===== src/rtl/instr_fetch.sv =====
// ----------------------------------------------------------------------------
// instr_fetch
//
// Instruction-fetch stage. Owns the PC, drives the instruction-memory read
// address and enable, forwards next-PC through two pipeline slots so EX can
// use it as a branch/JAL source, and runs a BOOT -> RUN -> HALT sequencer.
// Two saturating performance counters track accepted fetches and redirects.
//
// Ports
//   clk                in   1      clock, posedge
//   rst_n              in   1      asynchronous active-low reset
//   stall_IM_ID        in   1      decode stall: hold the PC
//   stall_ID_EX        in   1      hold the pc_ID_EX pipeline flop
//   flow_change_ID_EX  in   1      taken branch/jump from EX: redirect
//   dst_ID_EX          in   PC_W   redirect target (valid with flow change)
//   hlt_DM_WB          in   1      halt retired: freeze until reset
//   cnt_clr            in   1      synchronous clear of both counters
//   iaddr              out  PC_W   instruction-memory read address (= pc)
//   im_rd_en           out  1      instruction-memory read enable
//   pc_ID_EX           out  PC_W   next-PC of the instruction now in EX
//   halted             out  1      high while in HALT
//   fetch_cnt          out  CNT_W  PC advances accepted (saturating)
//   redir_cnt          out  CNT_W  redirects taken (saturating)
// ----------------------------------------------------------------------------
module instr_fetch #(
    parameter int              PC_W   = 16,
    parameter logic [PC_W-1:0] RST_PC = '0,
    parameter int              CNT_W  = 32
) (
    input  logic             clk,
    input  logic             rst_n,
    input  logic             stall_IM_ID,
    input  logic             stall_ID_EX,
    input  logic             flow_change_ID_EX,
    input  logic [PC_W-1:0]  dst_ID_EX,
    input  logic             hlt_DM_WB,
    input  logic             cnt_clr,
    output logic [PC_W-1:0]  iaddr,
    output logic             im_rd_en,
    output logic [PC_W-1:0]  pc_ID_EX,
    output logic             halted,
    output logic [CNT_W-1:0] fetch_cnt,
    output logic [CNT_W-1:0] redir_cnt
);

    typedef enum logic [1:0] {
        BOOT = 2'd0,
        RUN  = 2'd1,
        HALT = 2'd2
    } state_t;

    localparam logic [PC_W-1:0]  PC_ONE  = {{(PC_W-1){1'b0}}, 1'b1};
    localparam logic [PC_W-1:0]  RST_NPC = RST_PC + PC_ONE;
    localparam logic [CNT_W-1:0] CNT_ONE = {{(CNT_W-1){1'b0}}, 1'b1};
    localparam logic [CNT_W-1:0] CNT_MAX = {CNT_W{1'b1}};

    state_t          state;
    logic [PC_W-1:0] pc;
    logic [PC_W-1:0] pc_IM_ID;
    logic [PC_W-1:0] nxt_pc;

    logic            in_run;
    logic            take_redir;
    logic            take_fetch;
    logic            npc_load;

    // Natural wrap at 2^PC_W comes for free from the fixed-width add.
    assign nxt_pc = pc + PC_ONE;
    assign iaddr  = pc;

    // Halt outranks redirect, and redirect outranks stall, so a redirect is
    // honoured even while decode is stalled.
    assign in_run     = (state == RUN);
    assign take_redir = in_run && !hlt_DM_WB && flow_change_ID_EX;
    assign take_fetch = in_run && !hlt_DM_WB && !flow_change_ID_EX && !stall_IM_ID;

    // The IM->ID next-PC slot follows the fetch; wrong-path slots after a
    // redirect are left for decode to flush.
    assign npc_load = in_run && !stall_IM_ID && !flow_change_ID_EX;

    // Sequencer, PC and next-PC pipeline. im_rd_en and halted are registered
    // so they change on the same edge as the state they describe.
    always_ff @(posedge clk or negedge rst_n) begin
        if (!rst_n) begin
            state    <= BOOT;
            pc       <= RST_PC;
            pc_IM_ID <= RST_NPC;
            pc_ID_EX <= RST_NPC;
            im_rd_en <= 1'b0;
            halted   <= 1'b0;
        end else begin
            if (npc_load) begin
                pc_IM_ID <= nxt_pc;
            end
            if (!stall_ID_EX && (state != HALT)) begin
                pc_ID_EX <= pc_IM_ID;
            end

            case (state)
                BOOT: begin
                    state    <= RUN;
                    im_rd_en <= 1'b1;
                end
                RUN: begin
                    if (hlt_DM_WB) begin
                        state    <= HALT;
                        im_rd_en <= 1'b0;
                        halted   <= 1'b1;
                    end else if (flow_change_ID_EX) begin
                        pc <= dst_ID_EX;
                    end else if (!stall_IM_ID) begin
                        pc <= nxt_pc;
                    end
                end
                HALT: begin
                    im_rd_en <= 1'b0;
                    halted   <= 1'b1;
                end
                default: begin
                    state    <= BOOT;
                    im_rd_en <= 1'b0;
                    halted   <= 1'b0;
                end
            endcase
        end
    end

    // Performance counters stick at all-ones instead of wrapping; a clear
    // beats any increment in the same cycle and is honoured in HALT too.
    always_ff @(posedge clk or negedge rst_n) begin
        if (!rst_n) begin
            fetch_cnt <= '0;
            redir_cnt <= '0;
        end else if (cnt_clr) begin
            fetch_cnt <= '0;
            redir_cnt <= '0;
        end else begin
            if (take_fetch && (fetch_cnt != CNT_MAX)) begin
                fetch_cnt <= fetch_cnt + CNT_ONE;
            end
            if (take_redir && (redir_cnt != CNT_MAX)) begin
                redir_cnt <= redir_cnt + CNT_ONE;
            end
        end
    end

endmodule

===== config.mk =====
export PLATFORM = sky130hd
export DESIGN_NAME = instr_fetch
export DESIGN_NICKNAME = d
export VERILOG_FILES = /design/src/rtl/instr_fetch.sv
export SDC_FILE = /design/constraint.sdc
export NUM_CORES = 1
export LEC_CHECK = 0
export CORE_ASPECT_RATIO = 1.25
export CORE_UTILIZATION = 50
export CTS_BUF_LIST = sky130_fd_sc_hd__clkbuf_4 sky130_fd_sc_hd__clkbuf_8 sky130_fd_sc_hd__clkbuf_16
export CTS_CLUSTER_SIZE = 25
export DETAILED_ROUTE_END_ITERATION = 8
export PLACE_DENSITY_LB_ADDON = 0.2
export SLEW_MARGIN = 20
export SYNTH_ARGS = -nofsm -noshare
export SYNTH_HDL_FRONTEND = slang
export SYNTH_SLANG_ARGS = --single-unit

===== constraint.sdc =====
create_clock -name clk -period 3.3 [get_ports clk]
set_input_delay 0.33 -clock clk [delete_from_list [all_inputs] [get_ports clk]]
set_output_delay 0.33 -clock clk [all_outputs]
set_load 0.05 [all_outputs]

### Yosys cells after proc, flatten, opt, wreduce, memory -nomap -nowiden

Cells that the tools add are included.
W data, S select, Z words.

* bits in registers: 116
* latch bits: 0
* memory bits (writable): 0
* bits in read-only memories: 0
* memories: 0

* add/subtract/negate cells: 3
* $mul: 0
* div/mod/pow operators: 0
* order comparisons: 0
* eq/ne operators: 7
* shift-type cells: 0
* mux-type cells: 12
* bitwise logic cells: 3
* reductions and logical operators: 19

Operators by type and width (number)
* $mux W32: 4
* $add A32 B1 Y32 const B: 2
* $ne A32 B32 Y1 const B: 2
* $mux W16: 2
* $add A16 B1 Y16 const B: 1
* $logic_and A1 B1 Y1: 9
* $pmux W2 S3: 1
* $logic_not A1 Y1: 4
* $ne A2 B2 Y1 const B: 2
* $reduce_and A2 Y1: 2
* $reduce_bool A2 Y1: 2
* $not A1 Y1: 3
* $pmux W1 S3: 1
* $reduce_and A3 Y1: 1
* $eq A2 B1 Y1 const B: 1
* $eq A2 B2 Y1 const B: 1
* $logic_not A2 Y1: 1
* $mux W1: 2
* $mux W2: 1
* $ne A2 B1 Y1 const B: 1
* $pmux W1 S2: 1

### Longest topological paths before layout

* depth in word-level cells: 7
* mapped depth: 9

### Worst setup path before layout

No wires, ideal clock.

* kind: register to register
* start: register fetch_cnt[10]
* end: register fetch_cnt[30]
* setup time: 0.078 ns
* data arrival time: 2.447 ns
* required time: 3.222 ns
* setup slack: 0.775 ns
* stages on the path, launching flop included: 7
* clock period less this slack: 2.525 ns
* cell sequence: dfrtp_1 -> nand3_1 -> or4_4 -> or3_1 -> buf_2 -> or4_1 -> a21oi_1

* longest elaborated chain between the ends: 3

Ends and longest elaborated chain
* start: declaration: RTL line 42 `output logic [CNT_W-1:0] fetch_cnt,`
* start signal: assignment: RTL line 139 `fetch_cnt <= fetch_cnt + CNT_ONE;`
* $add A32 B1 Y32 or $ne A32 B32 Y1 (tied branches): RTL line 139, 138
* $mux W32 or $logic_and A1 B1 Y1 (tied branches): RTL line 138 `if (take_fetch && (fetch_cnt != CNT_MAX)) begin`
* $mux W32 or $reduce_bool A2 Y1 (tied branches)

Parallel ways exist; a longest one is shown, timed or not. The select of a mux whose other input is x is not followed.
A chain may end at the register's enable or synchronous reset.

### Worst setup path in the final report

* start: register redir_cnt[0]
* end: register redir_cnt[4]

* longest elaborated chain between the ends: 3

Ends and longest elaborated chain
* start: declaration: RTL line 43 `output logic [CNT_W-1:0] redir_cnt`
* start signal: assignment: RTL line 142 `redir_cnt <= redir_cnt + CNT_ONE;`
* $add A32 B1 Y32 or $ne A32 B32 Y1 (tied branches): RTL line 142, 141
* $mux W32 or $logic_and A1 B1 Y1 (tied branches): RTL line 141 `if (take_redir && (redir_cnt != CNT_MAX)) begin`
* $mux W32 or $reduce_bool A2 Y1 (tied branches)

Parallel ways exist; a longest one is shown, timed or not. The select of a mux whose other input is x is not followed.

==> flow_metrics.tcl <==
set metrics [dict create \
    status "finished clean" \
    drv_slew 0 \
    fin_crit_ns 2.41 \
    dpl-instance-area_um2 7500 \
    worst-path-buf-inv 0 \
    ys_types 50 \
    critPathKind "flop to flop" \
    cts_buffers 17 \
    ys_seq_elements 116 \
    cts_max_level 4 \
    synthFlopType "dfrtp_1" \
    fmax_mhz 416 \
    rows 44 \
    cellPowerDensity_nw_per_um2 737 \
    synthesis.area_um2 6100 \
    remaining_drc_errors 0 \
    r2r_slack_ns 0.89 \
    io_buffers 120 \
    worstPathRequired_ns 3.64 \
    die_x_um 101 \
    total_power_uw 6010 \
    gp_congestion 0.856 \
    grt-ovfl-total 0 \
    ys_warn_count 0 \
    grt_max_degree 70 \
    path_delay_family "compound AO/OA/AOI/OAI gates" \
    path_cells "ha_1, nand4_1, or2_2, o311ai_0, o21ai_0, a21oi_1" \
    antenna_found_initial 0 \
    cts-root-buf "clkbuf_16" \
    ys_seq_area_share_pct 47.6 \
    tns_ns 0 \
    min_path_type "flop to flop" \
    clock-sinks 116 \
    tightest_slew_ns 0.974 \
    slowest_delay_ns 0.77 \
    ant_nets 0 \
    fin_crit_sh_pct 72.9 \
    drt-wirelength-per-cell_um 16.5 \
    area_growth_pct 33.8 \
    synth-edff-count 0 \
    avgSynthCellArea_um2 9.34 \
    dieArea_um2 12700 \
    postCtsResizedCells 0 \
    critPathMaxFanout 5 \
    fp.dieH_um 126 \
    n_antenna_cell 0 \
    core_area_um2 11700 \
    leakage_uw 0.00317 \
    synthCells 653 \
    rsz0062_at_grt "no" \
    slew_headroom_pct 34.5 \
    grt_pass1_wl_um 26000 \
    nets 803 \
    hold_viol 0 \
    cts.path.max_buffers 2 \
    ios 121 \
    crit_arrival_ns 2.75 \
    initial_core_util_pct 52.0 \
    insertion_delay_ns 0.41 \
    crit_path_top_delay_cell "o311ai_0" \
    drtPass1Iterations 6 \
    via_per_inst 6.00 \
    syn_nets 683 \
    start_kind "flop" \
    first_iter_violations 380 \
    cap_violations 0 \
    stdcell_area_um2 8170 \
    async_flop_share_pct 100 \
    ir_drop_uv 657 \
    vias 5680 \
    dp_hpwl_um 10600 \
    grt_pass1_vias 5340 \
    grtUsageTotal_pct 26.1 \
    cts_tree "yes" \
    crit_path_end_kind "flop" \
    finalSetupViolCount 0 \
    nFillCells 942 \
    finalClockSkew_ns 0.00822 \
    wl_um 15600 \
    clkTransAtPathRegs_ns 0.06 \
    drive_gt1_share_pct 11.1 \
]
==> through the flow <==
step / utilization [%] / std cells / worst slack (ns) / hold WS (ns)
after floorplan: - / 653 / 0.775 / 0.0344
after global placement: 64.0 / 914 / 0.811 / 0.390
after detailed placement: 64.0 / 914 / 0.686 / 0.394
after CTS: 69.6 / 947 / 0.890 / 0.469
after global routing: 69.6 / 947 / 0.737 / 0.490
final: 69.6 / 947 / 0.893 / 0.466
==> synth_stat cells, drive strengths merged, types with 16 or more instances <==
cell    instances  area share, %
or4            17            2.2
dfrtp         114             47
nand3          33            2.8
nand2          39            2.4
mux2           29            5.4
clkbuf         28            1.7
a21oi          60            4.9
o31ai          16            2.0
nand4          25            2.6
o21ai          53            4.3
nor2           55            3.4
or3            28            2.9
==> cell type report <==
type                    instances  area (um^2)  share of cell area (%)
repair buffers                137         1340                    16.4
multi-input cells             488         3020                    37.0
inverters                      13         48.8                   0.598
clock buffers                  17          425                    5.21
well taps                     161          201                    2.47
clock inverters                15          231                    2.83
flip-flops and latches        116         2910                    35.6
==> where the power goes <==
group | switching (uW) | total [uW] | leakage, uW | internal, uW
Combinational | 1200 | 1930 | 0.00136 | 722
Clock | 692 | 2040 | 0.000314 | 1350
Sequential | 308 | 2050 | 0.00149 | 1740
==> worst min-delay path: stages, from the launching register on <==
cell     delay, ns
dfstp_2       0.37
inv_1         0.04
mux2i_1       0.05
==> sequential cells by signal (all words and copies together), names as in the netlist <==
signal	cells
iaddr	16
pc_ID_EX	16
im_rd_en	1
fetch_cnt	32
state	2
redir_cnt	32
pc_IM_ID	16
halted	1
==> metal layers <==
metal	vias up	GRT usage (%)	part of all wire [%]
met4	0	9.55	1.6
met1	2788	33.3	41
li1	2658	-	-
met3	23	6.26	5.6
met2	211	43.0	52
met5	-	0	0
==> timing repair <==
action / CTS / global route
hold buffers: 1 / 0
setup buffers: 0 / 0
hold endpoints to repair: 47 / 0
setup endpoints to repair: 0 / 0
==> logic make-up after synthesis <==
kind of cell | synth area share (%)
flip-flops | 47.6
adder cells (fa/ha/maj) | 1.44
multiplexers | 5.84
XOR/XNOR | 3.30
AO/OA/AOI/OAI | 14.8
buffers and inverters | 3.12
AND/OR/NAND/NOR | 23.9
==> worst paths after layout <==
check,cells after the start,startpoint,to
max reg2reg,6,redir_cnt[0]$_DFFE_PN0P_,redir_cnt[4]$_DFFE_PN0P_
max in group asynchronous,3,rst_n,pc_IM_ID[0]$_DFFE_PN1P_
min reg2reg,2,pc_IM_ID[0]$_DFFE_PN1P_,pc_IM_ID[0]$_DFFE_PN1P_
min,2,pc_IM_ID[0]$_DFFE_PN1P_,pc_IM_ID[0]$_DFFE_PN1P_
min in group asynchronous,2,rst_n,redir_cnt[25]$_DFFE_PN0P_
max,6,redir_cnt[0]$_DFFE_PN0P_,redir_cnt[4]$_DFFE_PN0P_
==> cells in the final DEF (no fill, tap or decap), drive strengths merged, types with 3 or more instances in the layout <==
cell type / instances
clkdlybuf4s50: 118
dfrtp: 114
a21oi: 60
nor2: 55
o21ai: 53
nand2: 39
nand3: 33
mux2: 29
or3: 28
nand4: 25
buf: 18
clkbuf: 17
or4: 17
o31ai: 16
and3: 15
nor3: 15
inv: 14
nor2b: 12
xnor2: 12
xor2: 11
nor4: 10
and4: 8
ha: 7
clkinv: 7
a31oi: 5
a22oi: 5
bufinv: 5
o2111ai: 3
nor3b: 3
mux2i: 3
a2bb2oi: 3
No activity file was read; power rests on OpenSTA's default activity.
